--- config.mk ---
export PLATFORM = sky130hd
export DESIGN_NAME = writeback_stage_flat
export DESIGN_NICKNAME = d
export VERILOG_FILES = /design/src/rtl/wb_pkg.sv /design/src/rtl/writeback_stage_if.sv /design/src/rtl/load_extend.sv /design/src/rtl/writeback_stage.sv /design/src/flat_wrapper.sv
export SDC_FILE = /design/constraint.sdc
export NUM_CORES = 1
export LEC_CHECK = 0
export CAP_MARGIN = 40
export CORE_MARGIN = 3
export CORE_UTILIZATION = 45
export DETAILED_ROUTE_END_ITERATION = 12
export PLACE_DENSITY = 0.81
export SYNTH_ARGS = -nofsm -noshare
export SYNTH_HDL_FRONTEND = slang
export SYNTH_HIERARCHICAL = 1
export SYNTH_SLANG_ARGS = --single-unit
--- constraint.sdc ---
create_clock -name CLK -period 3.9 [get_ports CLK]
set_clock_uncertainty 0.1 [all_clocks]
set_input_delay 0.975 -clock CLK [delete_from_list [all_inputs] [get_ports CLK]]
set_output_delay 0.975 -clock CLK [all_outputs]
set_load 0.02 [all_outputs]
--- src/rtl/wb_pkg.sv ---
// Shared types and constants for the writeback stage: instruction kinds,
// load funct3 encodings and FSM states.
package wb_pkg;

  typedef enum logic [1:0] {
    WB_NONE = 2'b00,
    WB_ALU  = 2'b01,
    WB_LOAD = 2'b10
  } wb_kind_e;

  localparam logic [2:0] F3_LB  = 3'b000;
  localparam logic [2:0] F3_LH  = 3'b001;
  localparam logic [2:0] F3_LW  = 3'b010;
  localparam logic [2:0] F3_LBU = 3'b100;
  localparam logic [2:0] F3_LHU = 3'b101;

  typedef enum logic [1:0] {
    StIdle,
    StWaitMem,
    StCommit
  } wb_state_e;

endpackage

--- src/rtl/writeback_stage_if.sv ---
// Execute, data-memory response and register-file write signals of the writeback stage.
// master: the surrounding core side; slave: the writeback stage.
interface writeback_stage_if;
  logic        EX_VALID;
  logic        EX_READY;
  logic [1:0]  EX_KIND;
  logic [4:0]  EX_RD;
  logic [31:0] EX_RESULT;
  logic [2:0]  EX_FUNCT3;
  logic [1:0]  EX_ADDR_LO;
  logic        MEM_RVALID;
  logic [31:0] MEM_RDATA;
  logic [4:0]  A3;
  logic [31:0] WB;
  logic        WE;
  logic        BUSY;
  logic        LOAD_ERR;

  modport master (
    output EX_VALID, EX_KIND, EX_RD, EX_RESULT, EX_FUNCT3, EX_ADDR_LO,
    output MEM_RVALID, MEM_RDATA,
    input  EX_READY, A3, WB, WE, BUSY, LOAD_ERR
  );

  modport slave (
    input  EX_VALID, EX_KIND, EX_RD, EX_RESULT, EX_FUNCT3, EX_ADDR_LO,
    input  MEM_RVALID, MEM_RDATA,
    output EX_READY, A3, WB, WE, BUSY, LOAD_ERR
  );
endinterface

--- src/rtl/load_extend.sv ---
// Combinational RISC-V load lane selection with sign/zero extension.
// Unknown funct3 values pass the full word through.
module load_extend
  import wb_pkg::*;
(
  input  logic [2:0]  funct3_i,
  input  logic [1:0]  addr_lo_i,
  input  logic [31:0] rdata_i,
  output logic [31:0] data_o
);

  logic [7:0]  byte_sel;
  logic [15:0] half_sel;

  always_comb begin
    byte_sel = rdata_i[7:0];
    case (addr_lo_i)
      2'd0:    byte_sel = rdata_i[7:0];
      2'd1:    byte_sel = rdata_i[15:8];
      2'd2:    byte_sel = rdata_i[23:16];
      default: byte_sel = rdata_i[31:24];
    endcase
    half_sel = addr_lo_i[1] ? rdata_i[31:16] : rdata_i[15:0];

    case (funct3_i)
      F3_LB:   data_o = {{24{byte_sel[7]}}, byte_sel};
      F3_LBU:  data_o = {24'd0, byte_sel};
      F3_LH:   data_o = {{16{half_sel[15]}}, half_sel};
      F3_LHU:  data_o = {16'd0, half_sel};
      default: data_o = rdata_i;
    endcase
  end

endmodule

--- src/rtl/writeback_stage.sv ---
// Final pipeline stage: commits ALU results and extended load data to the register file.
// Optional load timeout with sticky LOAD_ERR is enabled by defining WB_LOAD_TIMEOUT_EN.
module writeback_stage
  import wb_pkg::*;
#(
  parameter int unsigned TIMEOUT_CYCLES = 16
) (
  input logic              CLK,
  input logic              RST,
  writeback_stage_if.slave bus
);

  wb_state_e   state_q, state_d;
  logic [4:0]  rd_q, rd_d;
  logic [2:0]  f3_q, f3_d;
  logic [1:0]  addr_q, addr_d;
  logic [4:0]  a3_q, a3_d;
  logic [31:0] wb_q, wb_d;
  logic        we_q, we_d;
  logic [31:0] ext_data;
  logic        handshake;
  logic        timeout;

  assign bus.EX_READY = (state_q != StWaitMem);
  assign bus.BUSY     = (state_q == StWaitMem);
  assign bus.A3       = a3_q;
  assign bus.WB       = wb_q;
  assign bus.WE       = we_q;
  assign handshake    = bus.EX_VALID & bus.EX_READY;

  load_extend u_load_extend (
    .funct3_i  (f3_q),
    .addr_lo_i (addr_q),
    .rdata_i   (bus.MEM_RDATA),
    .data_o    (ext_data)
  );

`ifdef WB_LOAD_TIMEOUT_EN
  localparam int unsigned CntW = $clog2(TIMEOUT_CYCLES + 1);

  logic [CntW-1:0] cnt_q, cnt_d;
  logic            err_q, err_d;

  // Counter idles at zero outside WAIT_MEM, so it is clear on every entry.
  assign timeout = (state_q == StWaitMem) && !bus.MEM_RVALID &&
                   (cnt_q == CntW'(TIMEOUT_CYCLES - 1));

  always_comb begin
    cnt_d = '0;
    if (state_q == StWaitMem) cnt_d = cnt_q + 1'b1;
    err_d = err_q | timeout;
  end

  always_ff @(posedge CLK) begin
    if (!RST) begin
      cnt_q <= '0;
      err_q <= 1'b0;
    end else begin
      cnt_q <= cnt_d;
      err_q <= err_d;
    end
  end

  assign bus.LOAD_ERR = err_q;
`else
  assign timeout      = 1'b0;
  assign bus.LOAD_ERR = 1'b0;
`endif

  always_comb begin
    state_d = state_q;
    rd_d    = rd_q;
    f3_d    = f3_q;
    addr_d  = addr_q;
    a3_d    = a3_q;
    wb_d    = wb_q;
    we_d    = 1'b0;

    case (state_q)
      StIdle, StCommit: begin
        state_d = StIdle;
        if (handshake) begin
          case (bus.EX_KIND)
            WB_ALU: begin
              a3_d    = bus.EX_RD;
              wb_d    = bus.EX_RESULT;
              we_d    = |bus.EX_RD;
              state_d = StCommit;
            end
            WB_LOAD: begin
              rd_d    = bus.EX_RD;
              f3_d    = bus.EX_FUNCT3;
              addr_d  = bus.EX_ADDR_LO;
              state_d = StWaitMem;
            end
            default: state_d = StIdle;
          endcase
        end
      end
      StWaitMem: begin
        if (bus.MEM_RVALID) begin
          a3_d    = rd_q;
          wb_d    = ext_data;
          we_d    = |rd_q;
          state_d = StCommit;
        end else if (timeout) begin
          state_d = StIdle;
        end
      end
      default: state_d = StIdle;
    endcase
  end

  always_ff @(posedge CLK) begin
    if (!RST) begin
      state_q <= StIdle;
      rd_q    <= '0;
      f3_q    <= '0;
      addr_q  <= '0;
      a3_q    <= '0;
      wb_q    <= '0;
      we_q    <= 1'b0;
    end else begin
      state_q <= state_d;
      rd_q    <= rd_d;
      f3_q    <= f3_d;
      addr_q  <= addr_d;
      a3_q    <= a3_d;
      wb_q    <= wb_d;
      we_q    <= we_d;
    end
  end

endmodule
--- src/flat_wrapper.sv ---
// flat-port wrapper written by rule: the top's interface ports become plain ports
module writeback_stage_flat import wb_pkg::*;
#(
  parameter int unsigned TIMEOUT_CYCLES = 16
)
  (CLK, RST, bus_EX_VALID, bus_EX_KIND, bus_EX_RD, bus_EX_RESULT, bus_EX_FUNCT3, bus_EX_ADDR_LO, bus_MEM_RVALID, bus_MEM_RDATA, bus_EX_READY, bus_A3, bus_WB, bus_WE, bus_BUSY, bus_LOAD_ERR);
  writeback_stage_if bus_i ();
  input logic CLK;
  input logic RST;
  input wire logic [$bits(bus_i.EX_VALID)-1:0] bus_EX_VALID;
  input wire logic [$bits(bus_i.EX_KIND)-1:0] bus_EX_KIND;
  input wire logic [$bits(bus_i.EX_RD)-1:0] bus_EX_RD;
  input wire logic [$bits(bus_i.EX_RESULT)-1:0] bus_EX_RESULT;
  input wire logic [$bits(bus_i.EX_FUNCT3)-1:0] bus_EX_FUNCT3;
  input wire logic [$bits(bus_i.EX_ADDR_LO)-1:0] bus_EX_ADDR_LO;
  input wire logic [$bits(bus_i.MEM_RVALID)-1:0] bus_MEM_RVALID;
  input wire logic [$bits(bus_i.MEM_RDATA)-1:0] bus_MEM_RDATA;
  output wire logic [$bits(bus_i.EX_READY)-1:0] bus_EX_READY;
  output wire logic [$bits(bus_i.A3)-1:0] bus_A3;
  output wire logic [$bits(bus_i.WB)-1:0] bus_WB;
  output wire logic [$bits(bus_i.WE)-1:0] bus_WE;
  output wire logic [$bits(bus_i.BUSY)-1:0] bus_BUSY;
  output wire logic [$bits(bus_i.LOAD_ERR)-1:0] bus_LOAD_ERR;
  assign bus_i.EX_VALID = bus_EX_VALID;
  assign bus_i.EX_KIND = bus_EX_KIND;
  assign bus_i.EX_RD = bus_EX_RD;
  assign bus_i.EX_RESULT = bus_EX_RESULT;
  assign bus_i.EX_FUNCT3 = bus_EX_FUNCT3;
  assign bus_i.EX_ADDR_LO = bus_EX_ADDR_LO;
  assign bus_i.MEM_RVALID = bus_MEM_RVALID;
  assign bus_i.MEM_RDATA = bus_MEM_RDATA;
  assign bus_EX_READY = bus_i.EX_READY;
  assign bus_A3 = bus_i.A3;
  assign bus_WB = bus_i.WB;
  assign bus_WE = bus_i.WE;
  assign bus_BUSY = bus_i.BUSY;
  assign bus_LOAD_ERR = bus_i.LOAD_ERR;
  writeback_stage #(.TIMEOUT_CYCLES(TIMEOUT_CYCLES)) u_core (.CLK(CLK), .RST(RST), .bus(bus_i));
endmodule
-- After elaboration in Yosys (flattened, before gate mapping)
Index checks and enable logic that the tools add are counted.
- equality and inequality tests: 13
- multiplexer cells: 19
- bitwise operators: 1
- reduce and logical (&&, ||, !) cells: 9
- operators by type and width (kind ; count):
    case mux 32 bit (4 select lines) ; 1
    2-to-1 mux 32 bit ; 3
    case mux 32 bit (2 select lines) ; 1
    case mux 8 bit (3 select lines) ; 1
    2-to-1 mux 16 bit ; 1
    2-to-1 mux 5 bit ; 3
    case mux 5 bit (2 select lines) ; 1
    OR reduction 5 bit ; 2
    case mux 2 bit (2 select lines) ; 2
    == test 2 x 1 -> 1 bit, second input constant ; 3
    == test 2 bit, second input constant ; 3
    == test 3 bit, second input constant ; 2
    logical NOT 2 bit ; 2
    2-to-1 mux 2 bit ; 2
    inequality test 2 x 1 -> 1 bit, second input constant ; 2
    inequality test 2 bit, second input constant ; 2
    AND reduction 4 bit ; 1
    == test 3 x 1 -> 1 bit, second input constant ; 1
    logical NOT 3 bit ; 1
    2-to-1 mux 1 bit ; 3
    AND reduction 3 bit ; 1
    case mux 1 bit (2 select lines) ; 1
    nonzero test 2 bit ; 1
    OR reduction 2 bit ; 1
    bitwise AND 1 bit ; 1
- bits in registers: 50
- bits of input ports: 80
- output and inout bits: 41
- word-level logic and storage cells: 49

-- Longest topological paths before layout
Gate-level depths: netlist (run 1).
- word-level depth: 5
- depth in mapped cells: 7
- mapped depth without buffers: 5

-- Hierarchy
The synthesis (run 1) kept the hierarchy.
- by module, submodules not included (module ; times used ; cells each ; area an instance (um^2) ; seq. area each (um^2)):
    writeback_stage ; 1 ; 233 ; 2333.5 ; 1001.0
    load_extend ; 1 ; 133 ; 969.7 ; 0.0

-- Worst setup path before layout (run 1)
No wires, ideal clock.
- kind: input to register
- from: in bus_MEM_RDATA[23]
- to: reg u_core.wb_q[10], in the netlist u_core/bus.WB[10]
- setup time: 146 ps
- data arrival time: 1968 ps
- data required time: 3654 ps
- setup slack: 1686 ps
- cell stages on the path: 6
- buffers on the path: 1
- cells stage by stage: mux2_4 > a22oi_4 > buf_6 > o221ai_2 > mux2i_1 > a211oi_2
- longest elaborated chain between the ends: 4
- ends and longest elaborated chain (item ; RTL line ; source):
    start: declaration ; flat_wrapper.sv:17 ; input wire logic [$bits(bus_i.MEM_RDATA)-1:0] bus_MEM_RDATA;
    case mux 8 bit (3 select lines) ; load_extend.sv:17 ; case (addr_lo_i)
    case mux 32 bit (4 select lines) ; load_extend.sv:25 ; case (funct3_i)
    net u_core.ext_data[10] ; writeback_stage.sv:20 ; logic [31:0] ext_data;
    2-to-1 mux 32 bit ; writeback_stage.sv:101 ; if (bus.MEM_RVALID) begin
    case mux 32 bit (2 select lines) ; writeback_stage.sv:79 ; case (state_q)
    end signal: assignment ; writeback_stage.sv:129 ; wb_q <= wb_d;
    end: declaration ; writeback_stage.sv:18 ; logic [31:0] wb_q, wb_d;
The timed path passes the listed nets, and every way through them passes these cells. The select of a mux whose other input is x is not followed.
A chain may end at the register's enable or synchronous reset.

-- Worst setup path after layout (run 1)
- from: in bus_MEM_RDATA[31]
- to: reg u_core.wb_q[13], in the netlist u_core/bus.WB[13]
The elaborated chain is that of the path after synthesis.

==> results of run 1 <==
power by group through the flow:
stage                     logic [uW]  clock network [uW]  registers [uW]
after global placement           405                   0             574
after floorplan                  208                   0             603
after detailed placement         413                   0             575
final                            416                 300             564
after CTS                        414                 307             563
after global routing             443                 325             568
layout by cell type, fill, tap and decap left out, types with 7 or more instances in the layout:
master,instances
nor3_1,37
o22ai_1,16
a21oi_1,25
mux4_1,7
a311oi_1,7
a211oi_1,17
a211oi_2,20
nor2b_1,10
mux2i_1,39
nor2_1,27
dfxtp_1,50
nand2_1,27
clkdlybuf4s50_1,119
inv_1,9
flip-flops by register name, indices dropped and copies added, names as in the netlist:
signal / flops
u_core/bus.WE: 1
u_core/rd_q: 5
u_core/addr_q: 2
u_core/state_q: 2
u_core/f3_q: 3
u_core/bus.A3: 5
u_core/bus.WB: 32
metrics by stage:
step,cell area (sq um),power (uW),util (%),setup slack (ns),hold WS [ns]
2_1_floorplan,3303,810.4,-,1.686,0.3391
3_3_place_gp,4420,978.7,63.66,0.7995,0.3518
3_5_place_dp,4420,987.7,63.66,0.7541,0.3587
4_1_cts,4503,1285,64.85,1.085,0.3715
5_1_grt,4503,1336,64.85,0.9397,0.4074
6_report,4503,1279,64.85,1.069,0.3710
layout make-up:
| class | count | area [sq um] | area share [%] |
|---|---|---|---|
| Sequential cell | 50 | 1001 | 22.23 |
| Clock inverter | 2 | 13.76 | 0.3056 |
| Tap cell | 96 | 120.1 | 2.667 |
| Timing Repair Buffer | 126 | 1256 | 27.90 |
| Clock buffer | 5 | 68.82 | 1.528 |
| Multi-Input combinational cell | 264 | 1998 | 44.37 |
| Inverter | 12 | 45.04 | 1.000 |
worst reg2reg max path: cells and delay by family (launching register included):
kind	cells	cell delay, ns
flops	1	0.66
compound gates	3	0.94
mux	2	0.57
worst paths after layout:
path | from | to | slack [ns] | cells after the start
hold reg to reg | u_core/rd_q[4] | u_core/rd_q[4] | 0.37 | 2
hold / removal | u_core/rd_q[4] | u_core/rd_q[4] | 0.37 | 2
setup reg to reg | u_core/addr_q[0] | u_core/bus.WB[13] | 1.50 | 5
setup / recovery | bus_MEM_RDATA[31] | u_core/bus.WB[13] | 1.07 | 6
cells by family after synthesis:
group | Yosys count
AOI/OAI and AO/OA | 102
buffers and inverters | 52
other | 1
muxes | 48
DFF | 50
and+or+nand+nor | 113
metal layers:
metal | track usage (%) | wire length [um] | up-vias
li1 | - | - | 1558
met5 | 0 | 0 | -
met2 | 40.11 | 4942 | 167
met3 | 6.153 | 882 | 17
met1 | 30.73 | 4243 | 1537
met4 | 7.915 | 210 | 0
==> results_dict.tcl, run 1 <==
set metrics [dict create \
    syn_area_sq_um 3303 \
    cp.arrival_ns 2.92 \
    synth_top_family_by_area "compound AO/OA/AOI/OAI gates" \
    cts_root_buf "clkbuf_8" \
    layout-drive-gt1-share_pct 10.46 \
    vdd_drop_max_v 0.0001504 \
    layout.nets 539 \
    ys_async_sr_fraction_pct 0 \
    viasPerCell 5.908 \
    cp-start-kind "primary input" \
    hold_class "flip-flop to flip-flop" \
    tns_ns 0 \
    p_leak_uw 0.001770 \
    cp-end-kind "flip-flop" \
    coreArea_sq_um 6944 \
    slowest_stage "a22oi_4" \
    clk_pin_slew_ns 0.09 \
    dpl.hpwl_mm 7.499 \
    grt.total_usage_pct 24.23 \
    synth-edff-count 0 \
    synth.most_common_cell "dfxtp_1" \
    synth_commonest_cells "50 x dfxtp_1, 39 x mux2i_1, 37 x nor3_1, 27 x nand2_1, 27 x nor2_1" \
    cts_resized 0 \
    postSynthNetCount 446 \
    clkLatencyLatePin_ns 0.31 \
    start_util_pct 47.57 \
    cts_buffers 5 \
    gp_congestion 0.8230 \
    post-cts-setup-buffers 0 \
    path_max_fanout 24 \
    period_needed_ns 2.831 \
    drt_iter0_drc 329 \
    synth_area_leader_cell "dfxtp_1" \
    maxSlewViolCount 0 \
    die_y_um 91.68 \
    synth_compound_area_share_pct 25.30 \
    routed_wl_mm 10.28 \
    path_class "primary input to flip-flop" \
    netSwitchingFraction_pct 31.14 \
    seqPwrFrac_pct 44.1 \
    die_x_um 91.68 \
    critPathBufInv 1 \
    finalSetupViolations 0 \
    dr.pass1.iters 5 \
    muxShareOfSynthArea_pct 18.30 \
    grt_max_degree 41 \
    grt_overflow 0 \
    p_clk_share_pct 23.5 \
    syn2layout_area_growth_pct 36.33 \
    vias 3279 \
    io_pins 121 \
    wl_per_cell_um 18.52 \
    antenna_found_initial 0 \
    max_stage_delay_ns 0.60 \
    yosysSeqAreaShare_pct 30.30 \
    path_cells "clkdlybuf4s50_1 -> mux2_4 -> a22oi_4 -> o221ai_1 -> mux2i_1 -> a211oi_2" \
    p_int_uw 881.0 \
    placed_cells 548 \
    num_rows 30 \
    grt_pass1_wl_mm 16.37 \
    yosys-top-cells-area "dfxtp_1 30%, mux2i_1 12%, a211oi_2 7.6%, nor3_1 5.6%, mux4_1 5.6%" \
    holdBufCountCts 0 \
    worst_pin_slew_ns 0.8252 \
    ys_types 39 \
    yosys_most_used_dff "dfxtp_1" \
    ant_nets 0 \
    slew_headroom_pct 44.90 \
    synth_warnings 6 \
    synth-xor-area-share_pct 0 \
    die_area_sq_um 8404 \
    ys_seq_elements 50 \
    crit_required_ns 3.99 \
    synth_fa_ha_area_share_pct 0 \
    cts_tree "done" \
    port_buffers 119 \
    hold_viol_final 0 \
    fmax_ghz 0.3532 \
    synthCells 366 \
    rsz0062_at_grt "false" \
    syn_area_per_cell_sq_um 9.025 \
    drc_errors 0 \
    max-cap-violations 0 \
    cts_max_path_buffers 2 \
    final_cells 555 \
    timing.final.crit_share_pct 72.60 \
    combPwrFrac_pct 32.5 \
    critPathTopFamily "compound AO/OA/AOI/OAI gates" \
    antenna_cells 0 \
    htree_levels 2 \
    p_switching_uw 398.4 \
    power_density_nw_per_um2 284.1 \
    synth_top_area_share_pct 30.30 \
    synth-simple-area-share_pct 16.74 \
    status "finished, final reports clean" \
    grt_pass1_vias 3203 \
    cts.sinks 50 \
    nFillCells 597 \
]
(Power assumes the default switching activity.)
==> run 2: changes to the inputs <==
Clock period 3.9 ns to 2.7 ns, I/O delays scaled along.
==> run 2 against run 1 <==
  * Cell count grew 1.1%
  * Sequential power rose by 44%
  * Utilization increased by 1.3 points
  * Worst hold slack better by 0.0063 ns
  * Sequential share of layout area is 0.43 points lower
  * Die area is the same
  * First-iteration DRC count fell by 12%
==> results_dict.tcl, run 2 (synthesis gave the netlist of run 1 again) <==
set metrics [dict create \
    status "finished, final reports clean" \
    hold_depth 2 \
    antenna_found_initial 0 \
    dp_slack_ns 0.1214 \
    routed_wl_mm 10.15 \
    final_common_cell "clkdlybuf4s50_1" \
    max-cap-violations 0 \
    dpl.hpwl_mm 7.507 \
    wl_per_cell_um 18.10 \
    hold_viol_final 0 \
    mostFrequentLayoutCells "119 x clkdlybuf4s50_1, 50 x dfxtp_1, 39 x mux2i_1" \
    cts_resized 0 \
    cts_root_buf "clkbuf_8" \
    grt_overflow 0 \
    die_area_sq_um 8404 \
    viasPerCell 5.850 \
    worst_pin_slew_ns 0.6288 \
    hold_class "flip-flop to flip-flop" \
    rsz0062_at_grt "false" \
    antenna_cells 0 \
    gp_congestion 0.8687 \
    vias 3282 \
    crit_required_ns 1.92 \
    grt_pass1_wl_mm 16.25 \
    timing.final.crit_share_pct 92.67 \
    cts_buffers 5 \
    worstRegToRegCells 6 \
    drc_errors 0 \
    io_pins 121 \
    cts.sinks 50 \
    clk_pin_slew_ns 0.09 \
    layout-drive-gt1-share_pct 11.61 \
    design_area_sq_um 4592 \
    die_x_um 91.68 \
    syn2layout_area_growth_pct 39.02 \
    grt_max_degree 39 \
    vdd_drop_max_v 0.0002443 \
    die_y_um 91.68 \
    cp.arrival_ns 1.73 \
    maxSlewViolCount 0 \
    start_util_pct 47.57 \
    drt_iter0_drc 290 \
    power_density_nw_per_um2 433.4 \
    grt.total_usage_pct 23.79 \
    htree_levels 2 \
    layout_setup_ws_ns 0.1978 \
    grt_pass1_vias 3224 \
    finalSetupViolations 0 \
    clkLatencyLatePin_ns 0.31 \
    largest_register_ffs 32 \
    path_max_fanout 6 \
    cts_max_path_buffers 2 \
    postPlaceCellArea_sq_um 4471 \
    dr.pass1.iters 5 \
    holdBufCountCts 0 \
    cp-end-kind "output pin" \
    layout.nets 544 \
    coreArea_sq_um 6944 \
    num_rows 30 \
    tns_ns 0 \
    cp-start-kind "flip-flop" \
    finalPower_uw 1990 \
    port_buffers 119 \
    ant_nets 0 \
    post-cts-setup-buffers 0 \
    fmax_ghz 0.3997 \
    slew_headroom_pct 58.08 \
    p_leak_uw 0.001819 \
    reg2reg_setup_slack_ns 0.47 \
    path_class "flip-flop to output pin" \
    cts_tree "done" \
    period_needed_ns 2.502 \
]
==> run 2: changes by cell type in the layout (fill, tap and decap cells not counted), sizes merged <==
cell,before,now
buf,7,12
bufinv,0,1
clkbuf,5,6
clkinv,2,1
==> run 2: critical path, cell delays in order (launching register included) <==
cell and delay (ns):
dfxtp_1 0.42, or2b_2 0.35, inv_1 0.06, clkdlybuf4s50_1 0.59
==> run 2: per-layer routing <==
layer | global-route usage (%) | share of wire, %
met2 | 38.95 | 48
met4 | 8.040 | 2.0
met3 | 4.758 | 8.2
met5 | 0 | 0
met1 | 31.22 | 42
==> run 2: cell type report <==
type,count,area (sq um)
clock buffer,6,82.58
sequential,50,1001
timing repair buffer,131,1306
multi-input combinational,264,1998
inverter,12,45.04
fill,566,2352
clock inverter,2,38.79
tap,96,120.1
==> run 2: per-stage QoR <==
step                      utilization (%)  instances  hold slack, ns
after global routing                66.13        561          0.3936
final                               66.13        561          0.3773
after global placement              64.38        553          0.3529
after floorplan                         -        366          0.3391
after detailed placement            64.38        553          0.3597
after CTS                           66.13        561          0.3723
==> run 2: worst paths after layout <==
path                     start           endpoint
max          u_core/state_q[0]           bus_BUSY
min             u_core/rd_q[3]     u_core/rd_q[3]
max reg2reg   u_core/addr_q[1]  u_core/bus.WB[16]
min reg2reg     u_core/rd_q[3]     u_core/rd_q[3]
==> run 2: power breakdown <==
group          switching, uW  total (uW)  leakage, uW  internal (uW)
combinational            291         610      0.00135            319
sequential              30.4         813     0.000409            783
clock                    262         567    0.0000618            305
==> run 3: changes to the inputs <==
Settings changed: CORE_MARGIN 3 to default.
==> run 3 against run 2 <==
  * Sequential share of layout area up 0.071 points
  * Critical path depth unchanged
  * Worst hold slack better by 0.0081 ns
  * Setup slack worse by 0.029 ns
  * Cell count increased by 0.18%
  * Fmax decreased by 1.1%
==> results_dict.tcl, run 3 (synthesis gave the netlist of run 1 again) <==
set metrics [dict create \
    port_buffers 119 \
    seqPwrFrac_pct 43.0 \
    viasPerCell 5.842 \
    fmax_ghz 0.3951 \
    netSwitchingFraction_pct 30.79 \
    wl_per_cell_um 17.64 \
    cts_root_buf "clkbuf_8" \
    max_stage_delay_ns 0.60 \
    multi_input_area_sq_um 1998 \
    grt_pass1_wl_mm 15.39 \
    grt.total_usage_pct 25.84 \
    worst_pin_slew_ns 0.6304 \
    endpoint "bus_BUSY" \
    tns_ns 0 \
    maxSlewViolCount 0 \
    antenna_found_initial 0 \
    status "finished, final reports clean" \
    grt_overflow 0 \
    finalPower_uw 1896 \
    cp-start-kind "flip-flop" \
    worstRegToRegCells 5 \
    layout.nets 545 \
    path_cells "or2b_2 -> inv_1 -> clkdlybuf4s50_1" \
    ant_nets 0 \
    path_max_fanout 6 \
    routed_wl_mm 9.911 \
    holdBufCountCts 0 \
    slew_headroom_pct 57.97 \
    p_leak_uw 0.001808 \
    hold_viol_final 0 \
    htree_levels 2 \
    path_class "flip-flop to output pin" \
    antenna_cells 0 \
    drt_iter0_drc 234 \
    io_pins 121 \
    coreArea_sq_um 6944 \
    cts_max_path_buffers 2 \
    cp.arrival_ns 1.76 \
    p_int_uw 1312 \
    timing.hold.ws_ns 0.3854 \
    layout-drive-gt1-share_pct 11.80 \
    seqCellArea_sq_um 1001 \
    dpl.hpwl_mm 7.394 \
    p_clk_share_pct 25.1 \
    slowest_stage "clkdlybuf4s50_1" \
    finalSetupViolations 0 \
    post-cts-setup-buffers 0 \
    critPathTopFamily "buffers and inverters" \
    layout_setup_ws_ns 0.1688 \
    reg2reg_to "u_core/bus.WB[1]" \
    gp_congestion 0.8405 \
    die_x_um 87.68 \
    die_y_um 87.68 \
    cts_buffers 5 \
    die_area_sq_um 7687 \
    syn2layout_area_growth_pct 38.56 \
    start_util_pct 47.57 \
    combPwrFrac_pct 31.9 \
    cp.depth 3 \
    timing.final.crit_share_pct 93.75 \
    hold_class "flip-flop to flip-flop" \
    grt_pass1_vias 3164 \
    cts_tree "done" \
    grt_max_degree 39 \
    vias 3283 \
    vdd_drop_max_v 0.0002665 \
    clkLatencyLatePin_ns 0.31 \
    period_needed_ns 2.531 \
    final_common_cell "clkdlybuf4s50_1" \
    clk_pin_slew_ns 0.10 \
    cp-end-kind "output pin" \
    mostFrequentLayoutCells "119 x clkdlybuf4s50_1, 50 x dfxtp_1, 39 x mux2i_1" \
    power_density_nw_per_um2 414.3 \
    r2r_start "u_core/f3_q[1]" \
    dp_slack_ns 0.1367 \
    startpoint "u_core/state_q[0]" \
    largest_register_ffs 32 \
    cts_resized 0 \
    dr.pass1.iters 5 \
    reg2reg_setup_slack_ns 0.57 \
    rsz0062_at_grt "false" \
    critPathBufInv 2 \
    cts.sinks 50 \
    max-cap-violations 0 \
    drc_errors 0 \
    p_switching_uw 583.8 \
    num_rows 30 \
    crit_required_ns 1.92 \
    nFillCells 573 \
]
run 3: worst min path at each step:
| stage | from | endpoint | slack (ns) | cells after the start |
|---|---|---|---|---|
| global placement | u_core/rd_q[2] | u_core/rd_q[2] | 0.35 | 2 |
| detailed placement | u_core/rd_q[2] | u_core/rd_q[2] | 0.37 | 2 |
| floorplan | u_core/state_q[1] | u_core/bus.WE | 0.34 | 1 |
| finish | u_core/rd_q[2] | u_core/rd_q[2] | 0.39 | 2 |
| CTS | u_core/rd_q[2] | u_core/rd_q[2] | 0.38 | 2 |
| global route | u_core/rd_q[4] | u_core/rd_q[4] | 0.41 | 2 |
run 3: final cells by class:
cell class / instances / share of cell area (%)
multi-input combinational: 264 / 43.66
tap: 96 / 2.624
timing repair buffer: 132 / 28.70
clock buffer: 6 / 1.804
inverter: 12 / 0.9841
sequential: 50 / 21.87
clock inverter: 2 / 0.3554
run 3: metal layers:
metal | up-vias | GRT usage (%) | wire (um)
li1 | 1575 | - | -
met1 | 1520 | 33.80 | 4126
met2 | 174 | 43.82 | 4762
met3 | 14 | 4.524 | 881
met4 | 0 | 7.303 | 140
met5 | - | 0 | 0
run 3: worst min-delay path: stages, from the launching register on:
cell and delay (ns):
dfxtp_1 0.33, nand2_1 0.06, a21oi_1 0.06
run 3: power groups by stage:
stage / Clock, uW / Combinational, uW / Sequential (uW)
6_report: 476 / 604 / 816
5_1_grt: 514 / 645 / 822
3_3_place_gp: 0 / 591 / 831
2_1_floorplan: 0 / 300 / 871
3_5_place_dp: 0 / 601 / 832
4_1_cts: 482 / 603 / 816
run 3: metrics by stage:
| step | instance area, sq um | std cells | util (%) |
|---|---|---|---|
| 6_report | 4577 | 562 | 65.91 |
| 5_1_grt | 4577 | 562 | 65.91 |
| 4_1_cts | 4577 | 562 | 65.91 |
| 3_5_place_dp | 4478 | 554 | 64.49 |
| 3_3_place_gp | 4478 | 554 | 64.49 |
| 2_1_floorplan | 3303 | 366 | - |
